`config.mk`:
```
export PLATFORM = sky130hd
export DESIGN_NAME = wb_rr_arbiter_flat
export DESIGN_NICKNAME = d
export VERILOG_FILES = /design/src/rtl/wb_rr_arbiter_pkg.sv /design/src/rtl/wb_rr_arbiter_if.sv /design/src/rtl/wb_rr_arbiter_rr_pick.sv /design/src/rtl/wb_rr_arbiter.sv /design/src/flat_wrapper.sv
export SDC_FILE = /design/constraint.sdc
export NUM_CORES = 1
export LEC_CHECK = 0
export CELL_PAD_IN_SITES_DETAIL_PLACEMENT = 1
export CELL_PAD_IN_SITES_GLOBAL_PLACEMENT = 1
export CORE_AREA = 4 4 164 166
export CTS_CLUSTER_SIZE = 28
export DETAILED_ROUTE_END_ITERATION = 10
export DIE_AREA = 0 0 168 170
export PLACE_DENSITY_LB_ADDON = 0.1
export RECOVER_POWER = 25
export REMOVE_ABC_BUFFERS = 1
export SKIP_LAST_GASP = 1
export SLEW_MARGIN = 10
export SYNTH_ARGS = -nofsm -noshare
export SYNTH_HDL_FRONTEND = slang
export SYNTH_SLANG_ARGS = --single-unit
export TNS_END_PERCENT = 30
```
`constraint.sdc`:
```
create_clock -name clk -period 7.6 [get_ports clk]
set_clock_uncertainty 0.15 [all_clocks]
set_input_delay 1.52 -clock clk [delete_from_list [all_inputs] [get_ports clk]]
set_output_delay 1.52 -clock clk [all_outputs]
set_load 0.01 [all_outputs]
```
`src/rtl/wb_rr_arbiter_pkg.sv`:
```
// -----------------------------------------------------------------------------
// wb_arb_pkg
// Shared types, default parameter values and helper functions for the
// Wishbone round-robin arbiter and its rotating-priority encoder.
//
// Contents:
//   arb_state_e     - arbiter FSM state encoding (IDLE, BUSY, DRAIN)
//   clog2_w()       - ceiling log2 with a minimum result of 1 bit
//   onehot_to_idx() - binary index of the set bit in a one-hot vector
//   DEF_*           - default parameter values
//
// The DRAIN state is only reachable when ARB_TIMEOUT_EN is defined.
// -----------------------------------------------------------------------------
package wb_arb_pkg;

    localparam int DEF_N_MASTERS   = 4;
    localparam int DEF_ADDR_W      = 30;
    localparam int DEF_DATA_W      = 32;
    localparam int DEF_TIMEOUT_CYC = 1024;

    // Largest master count the one-hot helper below supports.
    localparam int MAX_MASTERS     = 16;

    typedef enum logic [1:0] {
        IDLE  = 2'd0,
        BUSY  = 2'd1,
        DRAIN = 2'd2
    } arb_state_e;

    // Ceiling log2, never smaller than 1 so it can size a vector directly.
    function automatic int clog2_w(input int value);
        int w;
        w = 1;
        for (int i = 1; i < 31; i++) begin
            if ((32'sd1 <<< w) < value) begin
                w = w + 1;
            end
        end
        return w;
    endfunction

    // Binary index of a one-hot vector; an all-zero vector yields 0.
    function automatic logic [3:0] onehot_to_idx(input logic [MAX_MASTERS-1:0] oh);
        logic [3:0] idx;
        idx = 4'd0;
        for (int i = 0; i < MAX_MASTERS; i++) begin
            if (oh[i]) begin
                idx = idx | 4'(i);
            end
        end
        return idx;
    endfunction

endpackage

```
`src/rtl/wb_rr_arbiter_if.sv`:
```
// -----------------------------------------------------------------------------
// wb_rr_arbiter_if
// Bus bundle between N Wishbone masters, the round-robin arbiter and the one
// shared slave. Per-master signals are flattened vectors; master i occupies
// slice i of each vector.
//
// Signals:
//   m_cyc/m_stb/m_we [N]      master cycle, strobe, write enable
//   m_adr   [N*ADDR_W]        master word addresses
//   m_dat_w [N*DATA_W]        master write data
//   m_sel   [N*SEL_W]         master byte selects
//   m_dat_r [DATA_W]          read data broadcast to all masters
//   m_ack/m_err [N]           per-master termination
//   s_cyc/s_stb/s_we          slave controls
//   s_adr/s_dat_w/s_sel       slave address, write data, byte selects
//   s_dat_r/s_ack/s_err       slave responses
//   grant [N]                 one-hot current owner (0 when idle)
//
// Modports:
//   slave  - the arbiter's view (a slave to the masters, driving the slave bus)
//   master - the surrounding system's view (masters plus the shared slave)
// -----------------------------------------------------------------------------
interface wb_rr_arbiter_if
    import wb_arb_pkg::*;
#(
    parameter int N_MASTERS = DEF_N_MASTERS,
    parameter int ADDR_W    = DEF_ADDR_W,
    parameter int DATA_W    = DEF_DATA_W
);
    localparam int SEL_W = DATA_W / 8;

    logic [N_MASTERS-1:0]        m_cyc;
    logic [N_MASTERS-1:0]        m_stb;
    logic [N_MASTERS-1:0]        m_we;
    logic [N_MASTERS*ADDR_W-1:0] m_adr;
    logic [N_MASTERS*DATA_W-1:0] m_dat_w;
    logic [N_MASTERS*SEL_W-1:0]  m_sel;
    logic [DATA_W-1:0]           m_dat_r;
    logic [N_MASTERS-1:0]        m_ack;
    logic [N_MASTERS-1:0]        m_err;

    logic                        s_cyc;
    logic                        s_stb;
    logic                        s_we;
    logic [ADDR_W-1:0]           s_adr;
    logic [DATA_W-1:0]           s_dat_w;
    logic [SEL_W-1:0]            s_sel;
    logic [DATA_W-1:0]           s_dat_r;
    logic                        s_ack;
    logic                        s_err;

    logic [N_MASTERS-1:0]        grant;

    modport slave (
        input  m_cyc, m_stb, m_we, m_adr, m_dat_w, m_sel,
        input  s_dat_r, s_ack, s_err,
        output m_dat_r, m_ack, m_err,
        output s_cyc, s_stb, s_we, s_adr, s_dat_w, s_sel,
        output grant
    );

    modport master (
        output m_cyc, m_stb, m_we, m_adr, m_dat_w, m_sel,
        output s_dat_r, s_ack, s_err,
        input  m_dat_r, m_ack, m_err,
        input  s_cyc, s_stb, s_we, s_adr, s_dat_w, s_sel,
        input  grant
    );

endinterface

```
`src/rtl/wb_rr_arbiter_rr_pick.sv`:
```
// -----------------------------------------------------------------------------
// rr_pick
// Purely combinational rotating-priority encoder. The search starts at
// last+1, wraps modulo N and returns the first requester found as a one-hot
// vector. Output is all-zero when valid is low or nobody requests.
//
// Ports:
//   req   [N]      request vector
//   last  [IDX_W]  index of the previous winner (lowest priority this round)
//   valid          enable; win is forced to zero when low
//   win   [N]      one-hot winner
// -----------------------------------------------------------------------------
module rr_pick #(
    parameter int N     = 4,
    parameter int IDX_W = 2
) (
    input  logic [N-1:0]     req,
    input  logic [IDX_W-1:0] last,
    input  logic             valid,
    output logic [N-1:0]     win
);

    logic [IDX_W-1:0] idx_s;
    logic             found_s;

    // Walk the N candidates in rotated order and keep only the first hit.
    always_comb begin
        win     = '0;
        found_s = 1'b0;
        idx_s   = '0;
        if (valid) begin
            for (int k = 1; k <= N; k++) begin
                idx_s = IDX_W'((int'(last) + k) % N);
                if (!found_s && req[idx_s]) begin
                    win[idx_s] = 1'b1;
                    found_s    = 1'b1;
                end else begin
                    found_s = found_s;
                end
            end
        end else begin
            win = '0;
        end
    end

endmodule

```
`src/rtl/wb_rr_arbiter.sv`:
```
// -----------------------------------------------------------------------------
// wb_rr_arbiter
// N-master to one-slave Wishbone round-robin arbiter. A grant is held for the
// whole bus cycle (while the owner keeps cyc high), so bursts and locked
// sequences are never split. One dead IDLE cycle separates consecutive owners.
// The ack/err return path and the address/data forward path are combinational
// once a grant is registered.
//
// Ports:
//   clk    system clock
//   rst_n  asynchronous active-low reset; outputs drop to zero immediately
//   bus    wb_rr_arbiter_if.slave - master vectors, slave bus, grant
//
// Optional feature (macro ARB_TIMEOUT_EN):
//   A watchdog counts stalled strobe cycles. On reaching TIMEOUT_CYC-1 it
//   pulses m_err to the owner for one cycle, drops s_cyc/s_stb and enters
//   DRAIN, where the slave is isolated until the owner lowers cyc.
//   Without the macro there is no counter and no DRAIN state.
// -----------------------------------------------------------------------------
module wb_rr_arbiter
    import wb_arb_pkg::*;
#(
    parameter int N_MASTERS   = DEF_N_MASTERS,
    parameter int ADDR_W      = DEF_ADDR_W,
    parameter int DATA_W      = DEF_DATA_W,
    parameter int TIMEOUT_CYC = DEF_TIMEOUT_CYC
) (
    input logic              clk,
    input logic              rst_n,
    wb_rr_arbiter_if.slave   bus
);

    localparam int SEL_W = DATA_W / 8;
    localparam int IDX_W = clog2_w(N_MASTERS);

    arb_state_e             state_r;
    arb_state_e             state_nxt_s;
    logic [N_MASTERS-1:0]   grant_r;
    logic [N_MASTERS-1:0]   grant_nxt_s;
    logic [IDX_W-1:0]       gidx_r;
    logic [IDX_W-1:0]       gidx_nxt_s;
    logic [IDX_W-1:0]       last_r;
    logic [IDX_W-1:0]       last_nxt_s;
    logic [N_MASTERS-1:0]   win_s;
    logic                   cyc_g_s;
    logic                   stb_g_s;
    logic                   timeout_s;

    // Owner's cyc/stb, selected by the registered grant index.
    assign cyc_g_s = bus.m_cyc[gidx_r];
    assign stb_g_s = bus.m_stb[gidx_r];

    // Read data is a plain broadcast; only the owner sees an ack.
    assign bus.m_dat_r = bus.s_dat_r;
    assign bus.grant   = grant_r;

    rr_pick #(
        .N     (N_MASTERS),
        .IDX_W (IDX_W)
    ) u_rr_pick (
        .req   (bus.m_cyc),
        .last  (last_r),
        .valid (state_r == IDLE),
        .win   (win_s)
    );

`ifdef ARB_TIMEOUT_EN
    localparam int CNT_W = clog2_w(TIMEOUT_CYC);

    logic [CNT_W-1:0] wd_cnt_r;
    logic             stall_s;

    // A stall is a strobe from the owner that the slave has not terminated.
    assign stall_s   = (state_r == BUSY) && stb_g_s && !bus.s_ack && !bus.s_err;
    assign timeout_s = stall_s && (wd_cnt_r == CNT_W'(TIMEOUT_CYC - 1));

    // Watchdog counter: counts consecutive stalled cycles, clears otherwise.
    always_ff @(posedge clk or negedge rst_n) begin
        if (!rst_n) begin
            wd_cnt_r <= '0;
        end else if (stall_s && !timeout_s) begin
            wd_cnt_r <= wd_cnt_r + CNT_W'(1);
        end else begin
            wd_cnt_r <= '0;
        end
    end
`else
    logic unused_timeout_cfg_s;

    assign timeout_s            = 1'b0;
    assign unused_timeout_cfg_s = (TIMEOUT_CYC > 0);
`endif

    // FSM, grant and last-owner registers.
    always_ff @(posedge clk or negedge rst_n) begin
        if (!rst_n) begin
            state_r <= IDLE;
            grant_r <= '0;
            gidx_r  <= '0;
            last_r  <= IDX_W'(N_MASTERS - 1);
        end else begin
            state_r <= state_nxt_s;
            grant_r <= grant_nxt_s;
            gidx_r  <= gidx_nxt_s;
            last_r  <= last_nxt_s;
        end
    end

    // Next-state logic: arbitrate in IDLE, hold the grant until the owner's
    // cyc falls, then remember the owner so it has lowest priority next time.
    always_comb begin
        state_nxt_s = state_r;
        grant_nxt_s = grant_r;
        gidx_nxt_s  = gidx_r;
        last_nxt_s  = last_r;
        case (state_r)
            IDLE: begin
                if (|bus.m_cyc) begin
                    state_nxt_s = BUSY;
                    grant_nxt_s = win_s;
                    gidx_nxt_s  = IDX_W'(onehot_to_idx(MAX_MASTERS'(win_s)));
                end else begin
                    grant_nxt_s = '0;
                end
            end
            BUSY: begin
`ifdef ARB_TIMEOUT_EN
                if (timeout_s) begin
                    state_nxt_s = DRAIN;
                end else if (!cyc_g_s) begin
                    state_nxt_s = IDLE;
                    grant_nxt_s = '0;
                    last_nxt_s  = gidx_r;
                end else begin
                    state_nxt_s = BUSY;
                end
`else
                if (!cyc_g_s) begin
                    state_nxt_s = IDLE;
                    grant_nxt_s = '0;
                    last_nxt_s  = gidx_r;
                end else begin
                    state_nxt_s = BUSY;
                end
`endif
            end
`ifdef ARB_TIMEOUT_EN
            DRAIN: begin
                // Wait for the owner to abandon its cycle; the slave stays cut off.
                if (!cyc_g_s) begin
                    state_nxt_s = IDLE;
                    grant_nxt_s = '0;
                    last_nxt_s  = gidx_r;
                end else begin
                    state_nxt_s = DRAIN;
                end
            end
`endif
            default: begin
                state_nxt_s = IDLE;
                grant_nxt_s = '0;
            end
        endcase
    end

    // Bus muxing: only BUSY connects the owner to the slave. Everything else
    // (IDLE, DRAIN, reset) presents an all-zero slave bus and no terminations.
    always_comb begin
        bus.s_cyc   = 1'b0;
        bus.s_stb   = 1'b0;
        bus.s_we    = 1'b0;
        bus.s_adr   = '0;
        bus.s_dat_w = '0;
        bus.s_sel   = '0;
        bus.m_ack   = '0;
        bus.m_err   = '0;
        if (state_r == BUSY) begin
            bus.s_cyc         = cyc_g_s & ~timeout_s;
            bus.s_stb         = stb_g_s & ~timeout_s;
            bus.s_we          = bus.m_we[gidx_r];
            bus.s_adr         = bus.m_adr[int'(gidx_r) * ADDR_W +: ADDR_W];
            bus.s_dat_w       = bus.m_dat_w[int'(gidx_r) * DATA_W +: DATA_W];
            bus.s_sel         = bus.m_sel[int'(gidx_r) * SEL_W +: SEL_W];
            bus.m_ack[gidx_r] = bus.s_ack;
            bus.m_err[gidx_r] = bus.s_err | timeout_s;
        end else begin
            bus.s_cyc = 1'b0;
        end
    end

endmodule
```
`src/flat_wrapper.sv`:
```
// flat-port wrapper written by rule: the top's interface ports become plain ports
module wb_rr_arbiter_flat import wb_arb_pkg::*;
#(
    parameter int N_MASTERS   = DEF_N_MASTERS,
    parameter int ADDR_W      = DEF_ADDR_W,
    parameter int DATA_W      = DEF_DATA_W,
    parameter int TIMEOUT_CYC = DEF_TIMEOUT_CYC
)
  (clk, rst_n, bus_m_cyc, bus_m_stb, bus_m_we, bus_m_adr, bus_m_dat_w, bus_m_sel, bus_s_dat_r, bus_s_ack, bus_s_err, bus_m_dat_r, bus_m_ack, bus_m_err, bus_s_cyc, bus_s_stb, bus_s_we, bus_s_adr, bus_s_dat_w, bus_s_sel, bus_grant);
  wb_rr_arbiter_if #(.N_MASTERS(N_MASTERS), .ADDR_W(ADDR_W), .DATA_W(DATA_W)) bus_i ();
  input logic clk;
  input logic rst_n;
  input wire logic [$bits(bus_i.m_cyc)-1:0] bus_m_cyc;
  input wire logic [$bits(bus_i.m_stb)-1:0] bus_m_stb;
  input wire logic [$bits(bus_i.m_we)-1:0] bus_m_we;
  input wire logic [$bits(bus_i.m_adr)-1:0] bus_m_adr;
  input wire logic [$bits(bus_i.m_dat_w)-1:0] bus_m_dat_w;
  input wire logic [$bits(bus_i.m_sel)-1:0] bus_m_sel;
  input wire logic [$bits(bus_i.s_dat_r)-1:0] bus_s_dat_r;
  input wire logic [$bits(bus_i.s_ack)-1:0] bus_s_ack;
  input wire logic [$bits(bus_i.s_err)-1:0] bus_s_err;
  output wire logic [$bits(bus_i.m_dat_r)-1:0] bus_m_dat_r;
  output wire logic [$bits(bus_i.m_ack)-1:0] bus_m_ack;
  output wire logic [$bits(bus_i.m_err)-1:0] bus_m_err;
  output wire logic [$bits(bus_i.s_cyc)-1:0] bus_s_cyc;
  output wire logic [$bits(bus_i.s_stb)-1:0] bus_s_stb;
  output wire logic [$bits(bus_i.s_we)-1:0] bus_s_we;
  output wire logic [$bits(bus_i.s_adr)-1:0] bus_s_adr;
  output wire logic [$bits(bus_i.s_dat_w)-1:0] bus_s_dat_w;
  output wire logic [$bits(bus_i.s_sel)-1:0] bus_s_sel;
  output wire logic [$bits(bus_i.grant)-1:0] bus_grant;
  assign bus_i.m_cyc = bus_m_cyc;
  assign bus_i.m_stb = bus_m_stb;
  assign bus_i.m_we = bus_m_we;
  assign bus_i.m_adr = bus_m_adr;
  assign bus_i.m_dat_w = bus_m_dat_w;
  assign bus_i.m_sel = bus_m_sel;
  assign bus_i.s_dat_r = bus_s_dat_r;
  assign bus_i.s_ack = bus_s_ack;
  assign bus_i.s_err = bus_s_err;
  assign bus_m_dat_r = bus_i.m_dat_r;
  assign bus_m_ack = bus_i.m_ack;
  assign bus_m_err = bus_i.m_err;
  assign bus_s_cyc = bus_i.s_cyc;
  assign bus_s_stb = bus_i.s_stb;
  assign bus_s_we = bus_i.s_we;
  assign bus_s_adr = bus_i.s_adr;
  assign bus_s_dat_w = bus_i.s_dat_w;
  assign bus_s_sel = bus_i.s_sel;
  assign bus_grant = bus_i.grant;
  wb_rr_arbiter #(.N_MASTERS(N_MASTERS), .ADDR_W(ADDR_W), .DATA_W(DATA_W), .TIMEOUT_CYC(TIMEOUT_CYC)) u_core (.clk(clk), .rst_n(rst_n), .bus(bus_i));
endmodule
```
# After elaboration in Yosys (flattened, before gate mapping)
# Cells that the tools add are included.
# totals
output_inout_bits	113
input_bits	312
register_bits	10
wordCells	101
# classes
n_shift	3
bitwise_logic	6
n_mul	1
n_addsub	4
magnitude_cmp	10
muxes	55
n_reduce_logical	15
n_eq_ne	3
# ops
cell	count
$shiftx A128 B8 Y32	1
$shiftx A120 B32 Y30	1
$mux W4	13
$mux W32	1
$mux W30	1
$mux W1	23
$shiftx A16 B5 Y4	1
$lt A2 B3 Y1 const B	5
$bmux W1 S2	7
$or A4 B4 Y4	3
$demux W1 S2	5
$ge A2 B1 Y1 const B	5
$and A4 B4 Y4	2
$logic_and A1 B1 Y1	8
$pmux W4 S2	1
$mul A2 B4 Y6 const B	1
$mux W2	3
$add A2 B1 Y2 const B	2
$add A2 B2 Y2 const B	2
$pmux W2 S2	1
$reduce_and A2 Y1	2
$reduce_or A4 Y1	1
$logic_not A1 Y1	3
$eq A2 B1 Y1 const B	1
4 further kinds	4

# Longest topological paths before layout
# Gate-level depths: netlist (run 1).
# logic_depth
depth_word	20
depth_mapped	7
ltp_nobuf	7

# Hierarchy
# From an unflattened synthesis (run 1), not the netlist that was laid out.
# hier_totals
cells_unflattened	274
hier_area_um2	3131.8
# modules_own_cells
mod	n_inst	area_each_um2	cells_per_inst
wb_rr_arbiter	1	2778.9	240
rr_pick	1	352.8	34

# Worst setup path before layout (run 1)
# No wires, ideal clock.
# synth_timing
kind	input-to-output
startpoint	in bus_m_cyc[3]
endpoint	out bus_s_cyc
arrival_time_ns	2.277
cell_stages	3
t_required_ns	5.930
path_slack_ns	3.653
n_path_buf	1
cell_sequence	mux4_2 and2_1 clkbuf_1
# synth_between
elab_chain_cells	3
# synth_lines
item	line	text
from (decl)	flat_wrapper.sv:13	input wire logic [$bits(bus_i.m_cyc)-1:0] bus_m_cyc;
$bmux W1 S2	wb_rr_arbiter.sv:50	assign cyc_g_s = bus.m_cyc[gidx_r];
$mux W1 (not written as such)	wb_rr_arbiter.sv:50	
$mux W1	wb_rr_arbiter.sv:177	if (state_r == BUSY) begin
to (decl)	flat_wrapper.sv:25	output wire logic [$bits(bus_i.s_cyc)-1:0] bus_s_cyc;
# Every way passes these cells. The select of a mux whose other input is x is not followed.

# Worst setup path in the final report (run 1)
# layout_timing
startpoint	in bus_m_cyc[0]
endpoint	out bus_s_cyc
# Same word-level chain as after synthesis.

==> results of run 1 <==
sequential cells by signal, summed over array words and instances, names as in the netlist:
register and cells:
u_core.gidx_r 2, u_core.bus.grant 4, u_core.last_r 2, u_core.state_r 1
routing by layer:
layer / part of all wire (%) / global-route usage [%] / wire (um)
met4: 0.95 / 2.15 / 253
met2: 47 / 29.1 / 12600
met3: 10 / 7.80 / 2760
met1: 41 / 21.7 / 10900
met5: 0.60 / 2.84 / 161
final timing paths:
| check | from | end | cells after the start |
|---|---|---|---|
| max reg2reg | u_core.last_r[0] | u_core.gidx_r[0] | 7 |
| min reg2reg | u_core.bus.grant[1] | u_core.bus.grant[1] | 2 |
| min in group asynchronous | rst_n | u_core.gidx_r[1] | 1 |
| min | u_core.bus.grant[1] | u_core.bus.grant[1] | 2 |
| max in group asynchronous | rst_n | u_core.gidx_r[0] | 1 |
| max | bus_m_cyc[0] | bus_s_cyc | 4 |
power groups by stage:
stage	Clock, mW	Combinational [mW]	Sequential [mW]
3_5_place_dp	0	1.75	0.281
6_report	0.0948	1.72	0.269
5_1_grt	0.0990	1.83	0.294
4_1_cts	0.0957	1.76	0.280
2_1_floorplan	0	0.893	0.250
3_3_place_gp	0	1.74	0.283
cells in the mapped netlist (3+ instances only):
master / n / share of area [%]
and2_1: 70 / 14
mux4_2: 70 / 49
buf_4: 37 / 8.7
clkbuf_1: 16 / 1.9
nand2_1: 12 / 1.4
nor2_1: 10 / 1.2
ha_1: 8 / 3.1
dfrtp_1: 7 / 5.5
nand2b_1: 6 / 1.2
buf_2: 4 / 0.63
inv_1: 4 / 0.47
mux2_2: 4 / 1.4
nor2b_1: 4 / 0.79
a221oi_2: 3 / 1.4
a31o_1: 3 / 0.82
mux2i_1: 3 / 0.94
o21ai_1: 3 / 0.47
o22ai_1: 3 / 0.59
logic make-up (layout without fill, tap and decap cells):
group                      count (synthesis)  count (layout)  synth area share (%)
adders and majority gates                  8               8                  3.14
muxes                                     79              79                  53.4
DFF                                        9               9                  7.15
other                                      0               4                     0
buffers and inverters                     63             370                  11.9
AOI/OAI and AO/OA                         20              20                  5.38
and+or+nand+nor                          106             106                  19.0
stage by stage:
step | setup WS, ns | util [%] | cell area [um^2]
after global placement | 2.60 | 26.8 | 6870
after global routing | 2.35 | 27.1 | 6950
after floorplan | 2.26 | - | 2820
after CTS | 2.57 | 27.1 | 6950
after detailed placement | 2.58 | 26.8 | 6870
final | 2.45 | 27.2 | 6960
critical path: stages:
cell and delay [ns]:
dlygate4sd3_1 0.62, mux4_2 0.51, and2_0 0.27, clkdlybuf4s50_1 0.55
area by class of cell:
cell class                      count  area (um^2)  area share, %
Timing Repair Buffer              362         3620           52.0
Multi-Input combinational cell    213         2580           37.1
Tap cell                          335          419           6.03
Sequential cell                     9          236           3.40
Clock buffer                        3         75.1           1.08
Inverter                            4         15.0          0.216
Antenna cell                        4         10.0          0.144
Clock inverter                      1         5.00         0.0719
==> impl_metrics.py, run 1 <==
metrics = {
    "power_and_ir_drop": {
        "powerDensity_nw_per_um2": 299,
        "internal-power_mw": 1.18,
        "share_comb_of_total_power_pct": 82.5,
        "static-leakage-power_nw": 2.44,
        "switchingPower_uw": 898,
        "totalPowerFinal_mw": 2.08,
        "power.switching_fraction_pct": 43.1,
        "sequentialPowerShare_pct": 12.9,
        "power_frac_clock_pct": 4.6,
        "peakVddDrop_mv": 0.170,
    },
    "detailed_routing": {
        "detail_route.drc_violations": 0,
        "ant_nets": 0,
        "drt_first_pass_iters": 4,
        "vias_per_cell": 4.18,
        "first_iter_violations": 196,
        "route.vias.total": 3893,
        "drt-wirelength-per-cell_um": 28.6,
        "detail_route.wirelength_um": 26600,
    },
    "sta": {
        "worst_slew_pin_slew_ns": 1.12,
        "hold_viol_final": 0,
        "timing.max_slew.rel_slack_pct": 25.1,
        "max_clock_freq_mhz": 194,
        "whs_ns": 0.339,
        "grt_setup_unrepaired": "false",
        "min_period_ns": 5.15,
        "fin_tns_setup_ns": 0,
        "report.final.setup_viol": 0,
        "report.final.slew_viol_count": 0,
        "post-route-period-util_pct": 67.7,
    },
    "critical_path": {
        "timing.critical_path.fanout_max": 6,
        "critical_path_required_ns": 5.93,
        "arrival_ns": 3.48,
        "end_kind": "output pin",
        "cp-start-kind": "input port",
        "worstSetupPathType": "input port to output pin",
        "reg2reg_setup_slack_ns": 4.62,
    },
    "floorplanning": {
        "fp.coreArea_um2": 25600,
        "floorplan.rows": 59,
        "dieArea_um2": 28600,
        "floorplan.initialDensity_pct": 12.4,
        "die-height_um": 170,
        "io-pin-count": 425,
        "dieWidth_um": 168,
    },
    "placed_design": {
        "dp.final_hpwl_um": 22700,
        "placement.io_buffers": 360,
        "gp_congestion": 0.907,
        "dp_cells": 923,
    },
    "cts": {
        "tritoncts.num_buffers": 3,
        "cts-resized-gates": 0,
        "root_buffer": "clkbuf_16",
        "h-tree-depth": 1,
        "post_cts_buffers": 0,
        "insertion_delay_ns": 0.24,
        "tritoncts": "built",
        "clk_path_buf_depth": 2,
        "clk_sinks": 9,
        "cts_hold_repair.buffers": 0,
        "path_clk_slew_ns": 0.04,
    },
    "final_layout": {
        "final_common_cell": "clkdlybuf4s50_1",
        "final_layout_size_suffix_gt1_share_pct": 15.2,
        "total_number_of_nets_in_the_final_design": 913,
        "filler_cells": 2837,
        "syn_to_final_growth_pct": 118,
        "final_cell_count_no_fill": 931,
        "final_cell_mix": "clkdlybuf4s50_1, mux4_2, and2_1, nand2_1, nor2_1",
    },
    "logic_synthesis": {
        "synth_enable_flop_cells": 0,
        "postSynth.asyncResetShare_pct": 100,
        "ys_seq_area_share_pct": 7.15,
        "yosysWarningCount": 0,
        "synthesis.area_um2": 3190,
        "syn_inst": 285,
        "synth-main-ff-cell": "dfrtp_1",
        "distinct_cell_type_count_after_synthesis": 31,
        "synth.ff_latch_count": 9,
        "synthesized_area_per_cell_um2": 11.2,
    },
    "grt": {
        "grt_antenna_before_repair": 5,
        "grt_pass1_vias": 4258,
        "grt_start_max_net_pins": 77,
        "first_pass_grt_wire_length_um": 36300,
        "grtUsageTotal_pct": 17.6,
        "gr_ovfl_total": 0,
    },
    "outcome": {
        "status": "finished, final reports clean",
    },
    "run": {
        "max-cap-violations": 0,
    },
    "worst_hold_path": {
        "holdCritPathClass": "flip-flop to flip-flop",
    },
}
Note: power is estimated with default switching activity, not from simulation.
==> run 2, diff against run 1 <==
--- a/config.mk
+++ b/config.mk
@@ -7,10 +7,10 @@
 export LEC_CHECK = 0
 export CELL_PAD_IN_SITES_DETAIL_PLACEMENT = 1
 export CELL_PAD_IN_SITES_GLOBAL_PLACEMENT = 1
-export CORE_AREA = 4 4 164 166
+export CORE_AREA = 4 4 165 167
 export CTS_CLUSTER_SIZE = 28
 export DETAILED_ROUTE_END_ITERATION = 10
-export DIE_AREA = 0 0 168 170
+export DIE_AREA = 0 0 169 171
 export PLACE_DENSITY_LB_ADDON = 0.1
 export RECOVER_POWER = 25
 export REMOVE_ABC_BUFFERS = 1
==> constraint.sdc (replaced) <==
create_clock -name clk -period 4.49 [get_ports clk]
set_clock_uncertainty 0.15 [all_clocks]
set_input_delay 0.898 -clock clk [delete_from_list [all_inputs] [get_ports clk]]
set_output_delay 0.898 -clock clk [all_outputs]
set_load 0.01 [all_outputs]
==> run 2 against run 1 <==
  * Total power rose by 71%
  * Hold slack better by 0.0070 ns
  * Clock power rose by 65%
  * Utilization about the same
  * First-iteration DRC count down 16%
==> impl_metrics.py, run 2 (synthesized netlist as in run 1, its figures left out) <==
metrics = {
    "floorplanning": {
        "floorplan.initialDensity_pct": 12.4,
        "fp.coreArea_um2": 25800,
        "io-pin-count": 425,
        "dieArea_um2": 28900,
        "dieWidth_um": 169,
        "floorplan.rows": 59,
        "die-height_um": 171,
    },
    "cts": {
        "clk_path_buf_depth": 2,
        "h-tree-depth": 1,
        "cts_hold_repair.buffers": 0,
        "path_clk_slew_ns": 0.04,
        "cts-resized-gates": 0,
        "tritoncts.num_buffers": 3,
        "root_buffer": "clkbuf_16",
        "tritoncts": "built",
        "clk_sinks": 9,
        "post_cts_buffers": 0,
        "insertion_delay_ns": 0.23,
    },
    "sta": {
        "post-route-period-util_pct": 84.1,
        "hold_viol_final": 0,
        "report.final.setup_viol": 0,
        "max_clock_freq_mhz": 265,
        "grt_setup_unrepaired": "false",
        "min_period_ns": 3.77,
        "worst_slew_pin_slew_ns": 0.735,
        "report.final.slew_viol_count": 0,
        "timing.max_slew.rel_slack_pct": 51.0,
        "whs_ns": 0.346,
        "fin_ws_ns": 0.716,
    },
    "final_layout": {
        "largest_register_ff_count": 4,
        "total_number_of_nets_in_the_final_design": 916,
        "final_common_cell": "clkdlybuf4s50_1",
        "syn_to_final_growth_pct": 120,
        "post-route-cell-area_um2": 7010,
        "final_layout_size_suffix_gt1_share_pct": 15.5,
        "final_cell_mix": "clkdlybuf4s50_1, mux4_2, and2_1, nand2_1, nor2_1",
    },
    "power_and_ir_drop": {
        "peakVddDrop_mv": 0.246,
        "powerDensity_nw_per_um2": 508,
        "totalPowerFinal_mw": 3.56,
        "static-leakage-power_nw": 2.46,
    },
    "detailed_routing": {
        "route.vias.total": 3908,
        "drt_first_pass_iters": 4,
        "detail_route.wirelength_um": 27100,
        "first_iter_violations": 164,
        "drt-wirelength-per-cell_um": 29.1,
        "ant_nets": 0,
        "vias_per_cell": 4.20,
        "detail_route.drc_violations": 0,
    },
    "critical_path": {
        "worstSetupPathType": "flip-flop to output pin",
        "crit_path_top_delay_cell": "dfrtp_4",
        "crit_path_start": "u_core.gidx_r[0]",
        "cp-start-kind": "flip-flop",
        "arrival_ns": 2.73,
        "slowest_delay_ns": 0.87,
        "end_kind": "output pin",
        "crit_path_cell_trace": "buf_4 > mux4_2 > and2_1 > clkdlybuf4s50_1",
        "timing.rr.start": "u_core.last_r[0]",
        "reg2reg_setup_slack_ns": 1.58,
        "reg2reg_to": "u_core.gidx_r[0]",
        "critical_path_required_ns": 3.44,
        "timing.critical_path.fanout_max": 36,
        "timing.reg2reg.worst_path_depth": 7,
    },
    "grt": {
        "grtUsageTotal_pct": 17.5,
        "grt_start_max_net_pins": 52,
        "first_pass_grt_wire_length_um": 36100,
        "grt_pass1_vias": 4196,
        "gr_ovfl_total": 0,
        "grt_antenna_before_repair": 6,
    },
    "outcome": {
        "status": "finished, final reports clean",
    },
    "worst_hold_path": {
        "holdCritPathClass": "flip-flop to flip-flop",
        "whs_path_depth": 2,
        "worst_hold_startpoint": "u_core.bus.grant[2]",
        "timing.hold.worst_endpoint": "u_core.bus.grant[2]",
    },
    "placed_design": {
        "placement.io_buffers": 360,
        "place_area_um2": 6930,
        "dp.final_hpwl_um": 23500,
        "gp_congestion": 0.858,
        "place_worst_setup_slack_ns": 0.733,
    },
    "run": {
        "max-cap-violations": 0,
    },
}
==> run 2: changes by cell type in the layout (fill, tap and decap cells not counted), sizes merged <==
cell	previous run	this run
clkbuf	3	4
diode	4	1
clkinv	1	0
clkdlybuf4s50	354	359
dlygate4sd3	6	1
buf	2	5
==> run 2: worst max-delay path by stage <==
stage | endpoint | cells past startpoint
floorplan | bus_s_adr[0] | 2
global placement | bus_s_cyc | 4
detailed placement | bus_s_cyc | 4
CTS | bus_s_dat_w[0] | 4
global route | bus_s_dat_w[23] | 4
finish | bus_s_adr[26] | 4
==> run 2: worst max-delay path, delay by kind of cell, from the launching register on <==
| family | cells | cell delay, ns |
|---|---|---|
| flip-flops | 1 | 0.87 |
| AND/OR/NAND/NOR | 1 | 0.17 |
| buffers and inverters | 2 | 0.90 |
| multiplexers | 1 | 0.54 |
==> run 2: power breakdown <==
group / leakage [nW] / internal [mW] / switching (mW)
clock network: 0.0382 / 0.119 / 0.0376
registers: 0.105 / 0.129 / 0.252
logic: 2.32 / 1.80 / 1.22
==> run 2: layer usage <==
metal	vias to the layer above	global-route usage, %	part of all wire, %
met4	12	1.61	0.86
met3	24	8.73	11
met2	214	29.4	48
met5	-	2.68	0.69
li1	1688	-	-
met1	1970	21.0	39
==> run 2: cell type report <==
class	count	area [um^2]
fill	2880	18800
timing repair buffer	365	3680
multi-input combinational	213	2580
tap	335	419
sequential	9	236
clock buffer	4	78.8
inverter	4	15.0
antenna	1	2.50
==> run 2: per-stage QoR <==
step                      setup TNS [ns]  cells  utilization, %
final                                  0    931            27.2
after global routing                   0    930            27.2
after CTS                              0    930            27.2
after detailed placement               0    926            26.9
after global placement                 0    926            26.9
after floorplan                   -15.42    226               -
